--- src/rtl/multicycle_ctrl_fsm.sv ---
// Multicycle control unit: FETCH/DECODE/EXEC/MEM/WB sequencer with its own IR and PC.
// Supports add, sub, beq, lw and sw; any other opcode parks the unit in TRAP until reset.
module multicycle_ctrl_fsm #(
    parameter int unsigned     XLEN     = 32,
    parameter int unsigned     ALU_OP_W = 3,
    parameter logic [XLEN-1:0] PC_RESET = '0,
    parameter int unsigned     PC_STEP  = 4
) (
    input  logic                clk,
    input  logic                rst_n,
    input  logic [XLEN-1:0]     instr_in,
    input  logic                mem_ready,
    input  logic                alu_zero,
    input  logic [XLEN-1:0]     imm,
    output logic [XLEN-1:0]     ir,
    output logic [XLEN-1:0]     pc,
    output logic                mem_req,
    output logic                mem_we,
    output logic [ALU_OP_W-1:0] alu_op,
    output logic [1:0]          wb_sel,
    output logic                reg_we,
    output logic [4:0]          stage,
    output logic                illegal
);

    typedef enum logic [2:0] {
        S_FETCH,
        S_DECODE,
        S_EXEC,
        S_MEM,
        S_WB,
        S_TRAP
    } state_e;

    localparam logic [6:0] OP_RTYPE = 7'b0110011;
    localparam logic [6:0] OP_BEQ   = 7'b1100011;
    localparam logic [6:0] OP_LW    = 7'b0000011;
    localparam logic [6:0] OP_SW    = 7'b0100011;

    localparam logic [ALU_OP_W-1:0] ALU_ADD = ALU_OP_W'(0);
    localparam logic [ALU_OP_W-1:0] ALU_BEQ = ALU_OP_W'(1);
    localparam logic [ALU_OP_W-1:0] ALU_SUB = ALU_OP_W'(2);

    localparam logic [1:0] WB_ALU  = 2'b00;
    localparam logic [1:0] WB_LOAD = 2'b01;

    localparam logic [XLEN-1:0] STEP = XLEN'(PC_STEP);

    state_e                state_q, state_d;
    logic [XLEN-1:0]       ir_q, ir_d;
    logic [XLEN-1:0]       pc_q, pc_d;
    logic [ALU_OP_W-1:0]   alu_op_q, alu_op_d;
    logic [1:0]            wb_sel_q, wb_sel_d;
    logic                  illegal_q, illegal_d;
    logic [6:0]            opcode;

    assign opcode = ir_q[6:0];

    always_ff @(posedge clk or negedge rst_n) begin
        if (!rst_n) begin
            state_q   <= S_FETCH;
            ir_q      <= '0;
            pc_q      <= PC_RESET;
            alu_op_q  <= '0;
            wb_sel_q  <= '0;
            illegal_q <= 1'b0;
        end else begin
            state_q   <= state_d;
            ir_q      <= ir_d;
            pc_q      <= pc_d;
            alu_op_q  <= alu_op_d;
            wb_sel_q  <= wb_sel_d;
            illegal_q <= illegal_d;
        end
    end

    always_comb begin
        state_d   = state_q;
        ir_d      = ir_q;
        pc_d      = pc_q;
        alu_op_d  = alu_op_q;
        wb_sel_d  = wb_sel_q;
        illegal_d = illegal_q;
        case (state_q)
            S_FETCH: begin
                if (mem_ready) begin
                    ir_d    = instr_in;
                    state_d = S_DECODE;
                end
            end
            S_DECODE: begin
                state_d  = S_EXEC;
                wb_sel_d = WB_ALU;
                case (opcode)
                    OP_RTYPE: alu_op_d = ir_q[30] ? ALU_SUB : ALU_ADD;
                    OP_BEQ:   alu_op_d = ALU_BEQ;
                    OP_LW: begin
                        alu_op_d = ALU_ADD;
                        wb_sel_d = WB_LOAD;
                    end
                    OP_SW:    alu_op_d = ALU_ADD;
                    default: begin
                        wb_sel_d  = wb_sel_q;
                        illegal_d = 1'b1;
                        state_d   = S_TRAP;
                    end
                endcase
            end
            S_EXEC: begin
                case (opcode)
                    OP_RTYPE:     state_d = S_WB;
                    OP_LW, OP_SW: state_d = S_MEM;
                    OP_BEQ: begin
                        pc_d    = alu_zero ? (pc_q + imm) : (pc_q + STEP);
                        state_d = S_FETCH;
                    end
                    default: begin
                        illegal_d = 1'b1;
                        state_d   = S_TRAP;
                    end
                endcase
            end
            S_MEM: begin
                if (mem_ready) begin
                    if (opcode == OP_LW) begin
                        state_d = S_WB;
                    end else begin
                        pc_d    = pc_q + STEP;
                        state_d = S_FETCH;
                    end
                end
            end
            S_WB: begin
                pc_d    = pc_q + STEP;
                state_d = S_FETCH;
            end
            S_TRAP:  state_d = S_TRAP;
            default: state_d = S_FETCH;
        endcase
    end

    // Strobes depend only on registered state and IR so they are glitch-free per cycle.
    always_comb begin
        mem_req = 1'b0;
        mem_we  = 1'b0;
        reg_we  = 1'b0;
        stage   = 5'b00000;
        case (state_q)
            S_FETCH: begin
                mem_req = 1'b1;
                stage   = 5'b00001;
            end
            S_DECODE: stage = 5'b00010;
            S_EXEC:   stage = 5'b00100;
            S_MEM: begin
                mem_req = 1'b1;
                mem_we  = (opcode == OP_SW);
                stage   = 5'b01000;
            end
            S_WB: begin
                reg_we = 1'b1;
                stage  = 5'b10000;
            end
            default: stage = 5'b00000;
        endcase
    end

    assign ir      = ir_q;
    assign pc      = pc_q;
    assign alu_op  = alu_op_q;
    assign wb_sel  = wb_sel_q;
    assign illegal = illegal_q;

endmodule

--- config.mk ---
export PLATFORM = sky130hd
export DESIGN_NAME = multicycle_ctrl_fsm
export DESIGN_NICKNAME = d
export VERILOG_FILES = /design/src/rtl/multicycle_ctrl_fsm.sv
export SDC_FILE = /design/constraint.sdc
export NUM_CORES = 1
export LEC_CHECK = 0
export ABC_AREA = 1
export BUFFER_PORTS_ARGS = -buffer_cell sky130_fd_sc_hd__buf_2
export CORE_MARGIN = 1.5
export CORE_UTILIZATION = 57
export CTS_BUF_LIST = sky130_fd_sc_hd__clkbuf_4
export CTS_CLUSTER_DIAMETER = 30
export DETAILED_ROUTE_END_ITERATION = 16
export PLACE_DENSITY = 0.81
export SKIP_LAST_GASP = 1
export SYNTH_ARGS = -nofsm -noshare
export SYNTH_HDL_FRONTEND = slang
export SYNTH_SLANG_ARGS = --single-unit
export TNS_END_PERCENT = 100
--- constraint.sdc ---
create_clock -name clk -period 2.5 [get_ports clk]
set_input_delay 0.625 -clock clk [delete_from_list [all_inputs] [get_ports clk]]
set_output_delay 0.625 -clock clk [all_outputs]
set_load 0.01 [all_outputs]
# Word-level counts from Yosys, hierarchy flattened
# Cells that the tools add are included.
# word_totals
register_bits	73
mem_count	0
mem_bits_rw	0
romBits	0
latchBits	0
# classes
bitwise_logic	1
n_addsub	2
n_shift	0
n_eq_ne	13
n_mul	0
muxes	18
magnitude_cmp	0
div_mod_pow	0
reduce_logical	15
# ops
operator	count
32-bit two-way mux	4
32-bit one-hot mux with 3 select lines	1
32-bit by 3-bit adder with 32-bit output, second input constant	1
32-bit adder	1
5-bit one-hot mux with 5 select lines	1
3-bit one-hot mux with 3 select lines	2
3-bit one-hot mux with 5 select lines	1
7-bit by 6-bit equality test with 1-bit output, second input constant	2
3-bit two-way mux	4
2-bit AND reduction	5
2-bit != test, second input constant	4
7-bit by 2-bit equality test with 1-bit output, second input constant	1
7-bit equality test, second input constant	1
3-bit by 2-bit equality test with 1-bit output, second input constant	2
3-bit equality test, second input constant	2
3-bit nonzero test	2
2-bit OR reduction	3
2-bit one-hot mux with 2 select lines	1
4-bit AND reduction	1
4-bit OR reduction	1
3-bit by 1-bit equality test with 1-bit output, second input constant	1
3-bit zero test	1
1-bit two-way mux	3
3-bit OR reduction	1
3 further kinds	3

# Longest topological paths before layout
# depth
ltp_word	4
ltp_mapped	14
ltp_nobuf	14

# Least setup slack after synthesis
# OpenSTA, ideal clock, no wires.
# synth_path
path_kind	input to register
from	in imm[0]
to	reg pc_q[24], in the netlist pc[24]
required_ps	2384
setup_slack_ps	371
stages	13
n_path_buf	0
arrival_time_ps	2013
path_cell_list	ha_1 -> inv_1 -> fa_1 -> inv_1 -> nand3_1 -> nand3_1 -> nand2_1 -> nand2_1 -> nand3_1 -> nand4_1 -> nand3_1 -> nand2_1 -> nand2_1
# synth_via
elab_chain_cells	4
# synth_rtl
item	line_no	source
from (decl)	14	input logic [XLEN-1:0] imm,
32-bit adder	114	pc_d = alu_zero ? (pc_q + imm) : (pc_q + STEP);
32-bit two-way mux	114	
32-bit two-way mux	110	case (opcode)
32-bit one-hot mux with 3 select lines	84	case (state_q)
to (signal assigned)	70	pc_q <= pc_d;
to (decl)	51	logic [XLEN-1:0] pc_q, pc_d;
# Every way passes these cells. The select of a mux whose other input is x is not followed.
# A chain may end at the register's enable or synchronous reset.

# Worst setup path in the final report
# layout_path
from	reg ir_q[3], in the netlist ir[3]
to	out mem_we
# layout_via
elab_chain_cells	2
# layout_rtl
item	line_no	source
from (decl)	50	logic [XLEN-1:0] ir_q, ir_d;
from (signal assigned)	69	ir_q <= ir_d;
7-bit by 6-bit equality test with 1-bit output	157	mem_we = (opcode == OP_SW);
1-bit two-way mux	148	case (state_q)
to (decl)	18	output logic mem_we,
# Every way passes these cells.

==> results.txt <==
Pwr Total = 8.93 mW
Post-Synthesis Cells = 1007
Core Area = 0.0109 sq mm
DP Wirelength = 15000 microns
CTS tree = done
worst path bufs/invs = 2
PD cells = 1180 mW/mm^2
Reg area = 0.00178 sq mm
Final Non-Filler Cells = 1314
Worst path top cell family by delay = simple AND/OR/NAND/NOR gates
largest net degree at the start of global routing = 72
clk_lat worst skew = 0.44 ns
vias in the first global route = 6392
critical path, cell by cell = nor2_1 > nand3_1 > nor2_2 > inv_1 > nor3_1 > buf_2
commonest non-fill, non-tap cell in the layout = nand2_1
row count = 38
WP data arrival = 1.69 ns
Routability Congestion = 1.05
Final setup viols = 0
P_sw = 4.65 mW
CP max stage delay = 0.41 ns
mapped cell area = 0.00646 sq mm
PortBufs = 143
Vias = 7088
Post-CTS Setup Inserts = 0
CP Capture Type = primary output
nets = 1269
sw frac = 0.520
Post-synth EDFFs = 0
register area share after synthesis = 0.275
Area contributors post-synth = dfrtp_1, nand2_1, inv_1, ha_1, nand3_1
RR Endpoint = pc[19]$_DFFE_PN0P_
Main synth FF type = dfrtp_1
Leak = 4.25 nW
sequential power share = 0.255
CP startpoint kind = flip-flop
Synth Register Bits = 71
final clock skew = 0.0117 ns
Worst R2R Path Depth = 10
Final Hold Viols = 0
ys async rst share = 1.00
detailed router's first-iteration violation count = 686
HP Class = in2async
clock sinks = 71
drt drc = 0
Root Buffer = clkbuf_4
total track usage = 0.325
wire length of the first global-routing pass = 29800 microns
Area growth, synth to finish = 17.4%
Yosys warning total = 0
internal power = 4.28 mW
outcome = finished clean
CP max stage cell = dfrtp_1
die height = 109 microns
cts bufs inserted = 9
CTS Hold Buffers Added = 0
f_max = 431 MHz
Fin Setup TNS = 0 ns
Final Max Tran Viols = 0
Die ar. = 0.0120 sq mm
# placed instances = 1297
clk buf depth = 2
VDD IR max = 883 uV
reg2reg setup slack = 0.29 ns
combinational power share = 0.651
number of cells on the critical path = 6
Worst-Margin Slew = 0.769 ns
commonest cells after routing, fill and taps aside = nand2_1, inv_1, buf_2
post-synth top area cell = dfrtp_1
Mapped Avg Cell Area = 6.42 sq um
H-tree Lvls = 3
cts repair resizes = 0
max_slew headroom = 0.486
area share of the largest cell type after synthesis = 0.275
Max Cap Viol = 0
Initial Utilization = 0.591
# IOs = 146
clock slew at reported path FFs = 0.12 ns
fin crit period = 2.32 ns
final worst path period share = 0.928
clock network fraction of total power = 0.095
Worst EP required = 1.88 ns
Antenna Nets Post-Route = 0
critical path fanouts, max = 3
Crit Path Class = reg2out
layout cells sized above 1 = 0.210
Fill cells = 1003
DRT Pass-1 Iters = 5
total grt overflow = 0
wirelength, routed = 18600 microns
Multi-input gate area = 0.00391 sq mm
vias per std cell = 5.39
Die X = 109 microns
reg2reg start = pc[11]$_DFFE_PN0P_
WL/cell = 14.2 microns
Distinct cells, synth = 45
RSZ-0062 raised after global routing = false
initial antenna violation count = 1
cell usage after synthesis (2+ instances only):
library cell	number
nor2_2	4
inv_1	163
nor2_1	89
mux2_2	29
nand2_2	5
dfrtp_1	71
o21ai_1	8
and2_1	3
buf_6	6
buf_4	6
a21o_1	2
nand3_4	2
xnor2_1	3
nand3b_1	6
o21a_1	4
nor2_4	4
or2_0	3
ha_1	32
nand4_1	17
nand3_1	79
a21oi_1	59
nand2_1	330
a21oi_2	2
xor2_1	4
buf_2	5
nor3_1	10
o211ai_1	2
o21bai_1	3
nor3_2	2
o21ai_0	33
inv_2	7
worst register-to-register path, cell delays in order, from the launching register on:
cell and delay, ns:
dfrtp_1 0.51, ha_1 0.41, nand2_1 0.09, inv_1 0.08, nand2_1 0.12, nor2_1 0.24
nand3b_1 0.20, nand4_1 0.14, nand3_1 0.15, nand3_1 0.10, o21ai_1 0.07
metrics by stage:
stage                     cell area, sq um  worst slack [ns]  utilization  hold WS, ns
final                                 7580             0.180        0.694        0.170
after global routing                  7580           0.00161        0.694        0.212
after CTS                             7580             0.113        0.693        0.186
after detailed placement              7420            0.0765        0.678        0.467
after global placement                7420             0.128        0.678        0.444
after floorplan                       6460             0.371            -        0.329
worst max-delay path by stage:
stage	from	slack, ns	endpoint
final	ir[3]$_DFFE_PN0P_	0.18	mem_we
after global placement	imm[0]	0.13	pc[16]$_DFFE_PN0P_
after global routing	ir[3]$_DFFE_PN0P_	0.002	mem_we
after CTS	ir[3]$_DFFE_PN0P_	0.11	mem_we
after floorplan	imm[0]	0.37	pc[24]$_DFFE_PN0P_
after detailed placement	imm[0]	0.08	pc[16]$_DFFE_PN0P_
registers in the layout, indices dropped and copies added (netlist names):
| register | count |
|---|---|
| alu_op | 2 |
| illegal | 1 |
| ir | 32 |
| pc | 32 |
| state_q | 3 |
| wb_sel | 1 |
layer usage:
layer / vias to the layer above / track usage / wire length [microns]
li1: 3533 / - / -
met1: 3152 / 0.437 / 7770
met2: 344 / 0.493 / 8080
met3: 59 / 0.0723 / 2020
met4: 0 / 0.159 / 737
met5: - / 0 / 0
power by group through the flow:
stage | Sequential (mW) | Combinational, mW | Clock, mW
global placement | 2.25 | 5.62 | 0
detailed placement | 2.27 | 5.71 | 0
finish | 2.27 | 5.81 | 0.848
CTS | 2.25 | 5.74 | 0.867
global route | 2.33 | 6.49 | 0.912
floorplan | 2.45 | 3.64 | 0
final cells by class:
cell class | instances | share of cell area
Multi-Input combinational cell | 749 | 0.515
Sequential cell | 71 | 0.234
Timing Repair Buffer | 166 | 0.120
Inverter | 171 | 0.0850
Tap cell | 140 | 0.0231
Clock inverter | 7 | 0.0127
Clock buffer | 9 | 0.00891
Antenna cell | 1 | 0.000330
logic make-up after synthesis:
kind of cell             after synthesis  synth area share
AND/OR/NAND/NOR                      561             0.378
buffers and inverters                188             0.121
AO/OA/AOI/OAI                        117             0.101
flip-flops                            71             0.275
adder cells (fa/ha/maj)               33            0.0651
multiplexers                          29            0.0505
XOR/XNOR                               7           0.00949
other                                  1          0.000580
Note: power is estimated with default switching activity, not from simulation.
